## config.mk

```make
export PLATFORM = sky130hd
export DESIGN_NAME = vga_timing_gen
export DESIGN_NICKNAME = d
export VERILOG_FILES = /design/src/rtl/vga_timing_gen.sv
export SDC_FILE = /design/constraint.sdc
export NUM_CORES = 1
export LEC_CHECK = 0
export ABC_AREA = 1
export CAP_MARGIN = 5
export CORE_MARGIN = 8
export CORE_UTILIZATION = 54
export DETAILED_ROUTE_END_ITERATION = 16
export GPL_TIMING_DRIVEN = 0
export PLACE_DENSITY = 0.84
export SLEW_MARGIN = 20
export SYNTH_ARGS = -nofsm -noshare
export SYNTH_HDL_FRONTEND = slang
export SYNTH_SLANG_ARGS = --single-unit
export TNS_END_PERCENT = 5
```

## constraint.sdc

```tcl
create_clock -name clk -period 3.25 [get_ports clk]
set_clock_uncertainty 0.2 [all_clocks]
set_input_delay 0.4875 -clock clk [delete_from_list [all_inputs] [get_ports clk]]
set_output_delay 0.4875 -clock clk [all_outputs]
set_load 0.05 [all_outputs]
```

## src/rtl/vga_timing_gen.sv

```systemverilog
`default_nettype none
// ============================================================================
// Module   : vga_timing_gen
// Brief    : Parametrised VGA raster timing generator with test-pattern source
// Revision : 1.0
// ============================================================================
module vga_timing_gen #(
   parameter int H_VISIBLE = 640,
   parameter int H_FRONT   = 16,
   parameter int H_PULSE   = 96,
   parameter int H_BACK    = 48,
   parameter int V_VISIBLE = 480,
   parameter int V_FRONT   = 10,
   parameter int V_PULSE   = 2,
   parameter int V_BACK    = 33,
   parameter int HSYNC_POL = 0,
   parameter int VSYNC_POL = 0,
   parameter int CB        = 2,
   localparam int H_TOTAL  = H_VISIBLE + H_FRONT + H_PULSE + H_BACK,
   localparam int V_TOTAL  = V_VISIBLE + V_FRONT + V_PULSE + V_BACK,
   localparam int XW       = $clog2(H_TOTAL),
   localparam int YW       = $clog2(V_TOTAL),
   localparam int BAR_W    = H_VISIBLE / 8
) (
   input  logic          clk,
   input  logic          rst,
   input  logic          en,
   input  logic [1:0]    mode,
   output logic          hsync,
   output logic          vsync,
   output logic          de,
   output logic [XW-1:0] x,
   output logic [YW-1:0] y,
   output logic          line_start,
   output logic          frame_start,
   output logic [CB-1:0] vga_r,
   output logic [CB-1:0] vga_g,
   output logic [CB-1:0] vga_b
);

   localparam logic [XW-1:0] H_LAST   = XW'(H_TOTAL - 1);
   localparam logic [XW-1:0] H_VIS_C  = XW'(H_VISIBLE);
   localparam logic [XW-1:0] HS_START = XW'(H_VISIBLE + H_FRONT);
   localparam logic [XW:0]   HS_END   = (XW+1)'(H_VISIBLE + H_FRONT + H_PULSE);
   localparam logic [XW-1:0] BAR_LAST = XW'(BAR_W - 1);
   localparam logic [YW-1:0] V_LAST   = YW'(V_TOTAL - 1);
   localparam logic [YW-1:0] V_VIS_C  = YW'(V_VISIBLE);
   localparam logic [YW-1:0] VS_START = YW'(V_VISIBLE + V_FRONT);
   localparam logic [YW:0]   VS_END   = (YW+1)'(V_VISIBLE + V_FRONT + V_PULSE);
   localparam logic          HS_LVL   = HSYNC_POL[0];
   localparam logic          VS_LVL   = VSYNC_POL[0];

   logic [XW-1:0] hc;
   logic [YW-1:0] vc;
   logic [1:0]    mode_q;
   logic [7:0]    frame_cnt;
   logic [XW-1:0] bar_px;
   logic [2:0]    bar_idx;

   logic          h_wrap;
   logic          v_wrap;
   logic          at_origin;
   logic          hs_act;
   logic          vs_act;
   logic          vis;
   logic [1:0]    cur_mode;
   logic [CB-1:0] hc_sh;
   logic [CB-1:0] vc_sh;
   logic [CB-1:0] pat_r;
   logic [CB-1:0] pat_g;
   logic [CB-1:0] pat_b;

   assign h_wrap    = (hc == H_LAST);
   assign v_wrap    = (vc == V_LAST);
   assign at_origin = (hc == '0) && (vc == '0);
   assign hs_act    = (hc >= HS_START) && ({1'b0, hc} < HS_END);
   assign vs_act    = (vc >= VS_START) && ({1'b0, vc} < VS_END);
   assign vis       = (hc < H_VIS_C) && (vc < V_VIS_C);
   // The frame-start pixel already uses the mode being latched, so a new frame is uniform.
   assign cur_mode  = at_origin ? mode : mode_q;
   // Zero-extended so narrow rasters still yield defined upper counter bits.
   assign hc_sh     = CB'({{(CB+6){1'b0}}, hc} >> 5);
   assign vc_sh     = CB'({{(CB+6){1'b0}}, vc} >> 5);

   always_comb begin
      pat_r = '0;
      pat_g = '0;
      pat_b = '0;
      case (cur_mode)
         2'd0: pat_b = '1;
         2'd1: begin
            pat_r = {CB{bar_idx[2]}};
            pat_g = {CB{bar_idx[1]}};
            pat_b = {CB{bar_idx[0]}};
         end
         2'd2: begin
            pat_r = {CB{hc_sh[0] ^ vc_sh[0]}};
            pat_g = {CB{hc_sh[0] ^ vc_sh[0]}};
            pat_b = {CB{hc_sh[0] ^ vc_sh[0]}};
         end
         default: begin
            pat_r = frame_cnt[7 -: CB];
            pat_g = vc_sh;
            pat_b = hc_sh;
         end
      endcase
   end

   always_ff @(posedge clk) begin
      if (rst) begin
         hc        <= '0;
         vc        <= '0;
         mode_q    <= 2'd0;
         frame_cnt <= 8'd0;
         bar_px    <= '0;
         bar_idx   <= 3'd0;
      end else if (en) begin
         if (at_origin) begin
            mode_q <= mode;
         end
         if (h_wrap) begin
            hc      <= '0;
            bar_px  <= '0;
            bar_idx <= 3'd0;
            if (v_wrap) begin
               vc        <= '0;
               frame_cnt <= frame_cnt + 8'd1;
            end else begin
               vc <= vc + YW'(1);
            end
         end else begin
            hc <= hc + XW'(1);
            // Bar index saturates so any remainder pixels stay in the last bar.
            if (bar_px == BAR_LAST) begin
               bar_px <= '0;
               if (bar_idx != 3'd7) begin
                  bar_idx <= bar_idx + 3'd1;
               end
            end else begin
               bar_px <= bar_px + XW'(1);
            end
         end
      end
   end

   always_ff @(posedge clk) begin
      if (rst) begin
         hsync       <= ~HS_LVL;
         vsync       <= ~VS_LVL;
         de          <= 1'b0;
         x           <= '0;
         y           <= '0;
         line_start  <= 1'b0;
         frame_start <= 1'b0;
         vga_r       <= '0;
         vga_g       <= '0;
         vga_b       <= '0;
      end else begin
         hsync       <= (en && hs_act) ? HS_LVL : ~HS_LVL;
         vsync       <= (en && vs_act) ? VS_LVL : ~VS_LVL;
         de          <= en && vis;
         x           <= hc;
         y           <= vc;
         line_start  <= en && (hc == '0);
         frame_start <= en && at_origin;
         vga_r       <= (en && vis) ? pat_r : '0;
         vga_g       <= (en && vis) ? pat_g : '0;
         vga_b       <= (en && vis) ? pat_b : '0;
      end
   end

endmodule
`default_nettype wire

```

# --- Word-level counts from Yosys, hierarchy flattened ---
# Index checks and enable logic that the tools add are counted.
op_classes:
  n_eq_ne: 6
  order_cmp: 6
  n_reduce_logical: 18
  muxes: 13
  bitwise_logic: 2
  add_sub_neg: 5
op_table:
  columns: ["op", "n"]
  rows:
  - ["$mux 10", 4]
  - ["$add 10x1->10 const B", 3]
  - ["$eq 10x10->1 const B", 2]
  - ["$logic_not 10->1", 2]
  - ["$lt 10x10->1 const B", 2]
  - ["$lt 10x9->1 const B", 2]
  - ["$pmux 2 s3", 3]
  - ["$eq 10x7->1 const B", 1]
  - ["$ge 10x10->1 const B", 1]
  - ["$ge 10x9->1 const B", 1]
  - ["$logic_and 1x1->1", 9]
  - ["$mux 3", 3]
  - ["$add 8x1->8 const B", 1]
  - ["$reduce_and 3->1", 2]
  - ["$reduce_bool 2->1", 2]
  - ["$add 3x1->3 const B", 1]
  - ["$ne 3x3->1 const B", 1]
  - ["$eq 2x1->1 const B", 1]
  - ["$eq 2x2->1 const B", 1]
  - ["$logic_not 2->1", 1]
  - ["$mux 1", 2]
  - ["$mux 2", 1]
  - ["$reduce_and 2->1", 1]
  - ["$reduce_or 2->1", 1]
  - ["2 further kinds", 2]
word_totals:
  out_inout_bits: 31
  ff_bits: 74
  word_cells: 66

# --- Depth between registers and ports, before layout ---
logic_depth:
  depth_word: 5
  ltp_mapped: 14
  ltp_nobuf: 14

# --- Worst setup path before layout ---
# OpenSTA, ideal clock, no wires.
synth_path:
  path_kind: "register to register"
  startpoint: "register vc[0]"
  endpoint: "register frame_cnt[7]"
  required_ns: 2.937
  period_less_slack_ns: 1.809
  slack_ns: 1.441
  path_stages_with_launch: 13
  setup_ns: 0.113
  arrival_ns: 1.496
  cell_sequence: "dfxtp_1 -> inv_1 -> ha_1 -> inv_1 -> nor2_1 -> nand3_1 -> nand3b_4 -> nor2_8 -> inv_2 -> nor2_2 -> nand2_1 -> nand2_1 -> nor2_1"
synth_between:
  elab_chain_cells: 2
synth_lines:
  columns: ["element", "line", "rtl"]
  rows:
  - ["start: declaration", "54", "logic [YW-1:0] vc;"]
  - ["start signal: assignment", "129", "vc <= vc + YW'(1);"]
  - ["$eq 10x10->1", "74", "assign v_wrap = (vc == V_LAST);"]
  - ["$reduce_and 3->1 (no source line)", null, null]
  - ["end signal: assignment", "127", "frame_cnt <= frame_cnt + 8'd1;"]
  - ["end: declaration", "56", "logic [7:0] frame_cnt;"]
# Every way passes these cells.
# A chain may end at the register's enable or synchronous reset.

# --- Worst setup path in the final report ---
layout_path:
  startpoint: "register y[9]"
  endpoint: "output y[9]"
layout_lines:
  columns: ["element", "line", "rtl"]
  rows:
  - ["start: declaration", "33", "output logic [YW-1:0] y,"]
  - ["start signal: assignment", "163", "y <= vc;"]
# No word-level cell between the ends.

==> summary.md <==
| Metric | Value |
|---|---|
| Status | finished clean |
| Achievable frequency | 0.458 GHz |
| Pre-CTS WS | 0.798 ns |
| Buf/Inv on CP | 1 |
| Global-route wire length before repair | 12,200 microns |
| Largest family of logic cells by synthesized area | simple AND/OR/NAND/NOR gates |
| Slowest cell delay on critical path | 0.81 ns |
| Crit path arrival time | roughly 1.5 ns |
| Fin. max-slew vios | 0 |
| # hold bufs at CTS | 0 |
| Post-cts sizing count | 0 |
| Die Area | approximately 8800 sq um |
| Port Buffers | 35 |
| Initial DRC count | 181 |
| Post-synth top area cell | dfxtp_1 |
| Critical path required time | roughly 2.6 ns |
| Cell Rows | 28 |
| Gr ovfl total | 0 |
| Setup TNS Final | 0 ns |
| Critical path, cell by cell | clkdlybuf4s50_1 |
| R2r endpoint | vga_g[0] |
| Postcts setup bufs | 0 |
| Setup WS post-layout | roughly 1.1 ns |
| Sequential element share of the synthesized area | between 40% and 50% |
| Worst Hold End | x[9] |
| Leak pwr | 1.69 nW |
| Main flop type after synthesis | dfxtp_1 |
| WHS Path Cells | 2 |
| RD Place Congestion | roughly 0.91 |
| Post-synth top area share | a little under half |
| Routed length per instance | 13.1 microns |
| R2R Setup Slk | between 1 and 1.5 ns |
| Skew-Pair Late Insertion Delay | about 0.35 ns |
| Synthesized-area fraction occupied by ao, oa, aoi and oai cells | roughly 5.4% |
| Number of distinct library cells after synthesis | 38 |
| DIE WIDTH | about 94 microns |
| Synth Area per Inst | 7.64 sq um |
| Nets | 490 |
| Via density per instance | between 5 and 6 |
| Clock root buffer | clkbuf_8 |
| CTS sink count | 74 |
| Routed WL | ~7300 microns |
| DRC viols | 0 |
| GRT Resource Usage Total | approximately 17% |
| Critical-path top delay cell | clkdlybuf4s50_1 |
| Fin. Hold Viols | 0 |
| Mapped Area | ~3300 sq um |
| HP Start | hc[9] |
| Hold WC Path Type | reg -> reg |
| Final setup viols | 0 |
| Worst setup path class | reg -> out |
| Top cells by area, synth | dfxtp_1 (45%), nand2_1 (8.9%), nor2_1 (8.6%), inv_1 (6.1%), nand3_1 (4.0%) |
| Initial antenna violation count | 0 |
| FF-to-FF path depth | 13 |
| TritonCTS clock tree | built |
| Layout cells sized above 1 | approximately 8.3% |
| Die Height | around 94 microns |
| Share of flip-flops with an asynchronous set or reset | 0% |
| Most numerous cell in the Yosys netlist | nand2_1 |
| Core box area | between 5000 and 6000 sq um |
| EDFF count, synth | 0 |
| Unrepaired setup endpoints after global routing | no |
| Synthesis Warnings | 0 |
| DR vias | about 2,900 |
| CTS clk-pin slew, worst paths | 0.08 ns |
| Worst-Margin Slew | 0.696 ns |
| Number of antenna diodes | 0 |
| Vias in the first global route | ~2,800 |
| Post-Synth XOR/XNOR Area | ~4.0% |
| Final ANT Viol Nets | 0 |
| Dpl hpwl | ~5200 microns |
| Synthesized-area fraction occupied by adder cells | roughly 3.4% |
| Largest net degree at the start of global routing | 13 |
| Critical Path Start Type | flop |
| Max Cap Violations | 0 |
| CTS Buf Count | 9 |
| Top Ports | 36 |
| Worst vdd ir | between 0.0002 and 0.0003 V |
| Post-Synth Simple-Gate Area | 33.7% |
| Layout area overhead | 20.2% |
| Syn_nets | between 400 and 500 |
| Drt pass-1 iters | 5 |
| Crit path time final | around 2.2 ns |
| # H-tree levels | 3 |
| Final period util | about 67% |
| Synth Instances | 430 |
| Worst-case clock buffer depth | 2 |
| Delay-heaviest family, CP | buffers and inverters |
| Top cells by count, synth | nand2_1 (78), nor2_1 (75), dfxtp_1 (74), inv_1 (53), nand3_1 (26) |
| Crit path max fanout | 1 |
| Critical Path End Type | primary output |
| Relative slew slack | 53.3% |
| Pwr dens | about 460 nW/um^2 |
| Critical R2R Launch | vc[0] |
| #FFs+latches synth | 74 |
| Starting density of the core | between 50% and 60% |
| Mux share of post-synthesis cell area | 0% |
[registers in the layout, summed over array words and instances, names as in the netlist, 3 cells and up]
register   cells
bar_px        10
hc            10
vc            10
x             10
y             10
frame_cnt      8
bar_idx        3
[where the power goes]
part           switching, W  total [W]  internal (W)  leakage, nW
logic             0.0000831   0.000121     0.0000378        0.984
registers        0.00000721   0.000926      0.000919        0.599
clock network      0.000334   0.000785      0.000451        0.109
total              0.000425    0.00183       0.00141         1.69
[layout by cell type (no fill, tap or decap), drive strengths merged, types with 2 or more instances in the layout]
cell type and count:
clkdlybuf4s50 35, inv 57, nor3 20, xnor2 4, o21a 2, clkbuf 14, nor2 84, nand4 11
nor3b 2, nand2 81, xor2 11, a21oi 20, buf 8, nor4 4, clkinv 2, o21ai 4
bufinv 2, nand3b 2, dfxtp 74, ha 9, nand3 28
[cells by family (layout without fill, tap and decap cells)]
| logic type | after synthesis | after routing |
|---|---|---|
| AOI/OAI and AO/OA | 31 | 31 |
| xor gates and xnor gates | 15 | 15 |
| adders and majority gates | 9 | 9 |
| buffers and inverters | 68 | 119 |
| DFF | 74 | 74 |
| and+or+nand+nor | 233 | 233 |
[per-layer routing]
metal | part of all wire (%) | GRT usage, %
met5 | 0 | 0
met2 | 48 | 29.2
met3 | 6.9 | 4.16
met4 | 2.2 | 8.45
met1 | 42 | 19.9
[worst max-delay path by stage]
stage / from / to / cells after the start
4_1_cts: y[9] / y[9] / 1
3_3_place_gp: en / vga_b[1] / 9
2_1_floorplan: vc[0] / frame_cnt[7] / 12
5_1_grt: vc[1] / vga_g[0] / 13
6_report: y[9] / y[9] / 1
3_5_place_dp: en / vga_b[0] / 9
[stage by stage]
stage	utilization (%)	power, W	hold slack [ns]	cells	area (sq um)
detailed placement	63.4	0.00107	0.276	540	3730
CTS	67.1	0.00184	0.281	556	3950
global placement	63.4	0.00106	0.271	540	3730
finish	67.1	0.00183	0.280	556	3950
global route	67.1	0.00190	0.309	556	3950
floorplan	-	0.00103	0.241	430	3280
[tightest hold or removal path: stages, from the launching register on]
cell     delay (ns)
dfxtp_1        0.35
inv_1          0.07
nor2_1         0.03
[final cells by class]
| type | instances | area, sq um |
|---|---|---|
| Clock buffer | 11 | 141 |
| Clock inverter | 5 | 77.6 |
| Sequential cell | 74 | 1480 |
| Multi-Input combinational cell | 288 | 1530 |
| Timing Repair Buffer | 35 | 350 |
| Inverter | 57 | 216 |
| Buffer | 11 | 58.8 |
| Fill cell | 489 | 1940 |
| Tap cell | 75 | 93.8 |
Note: power is estimated with default switching activity, not from simulation.
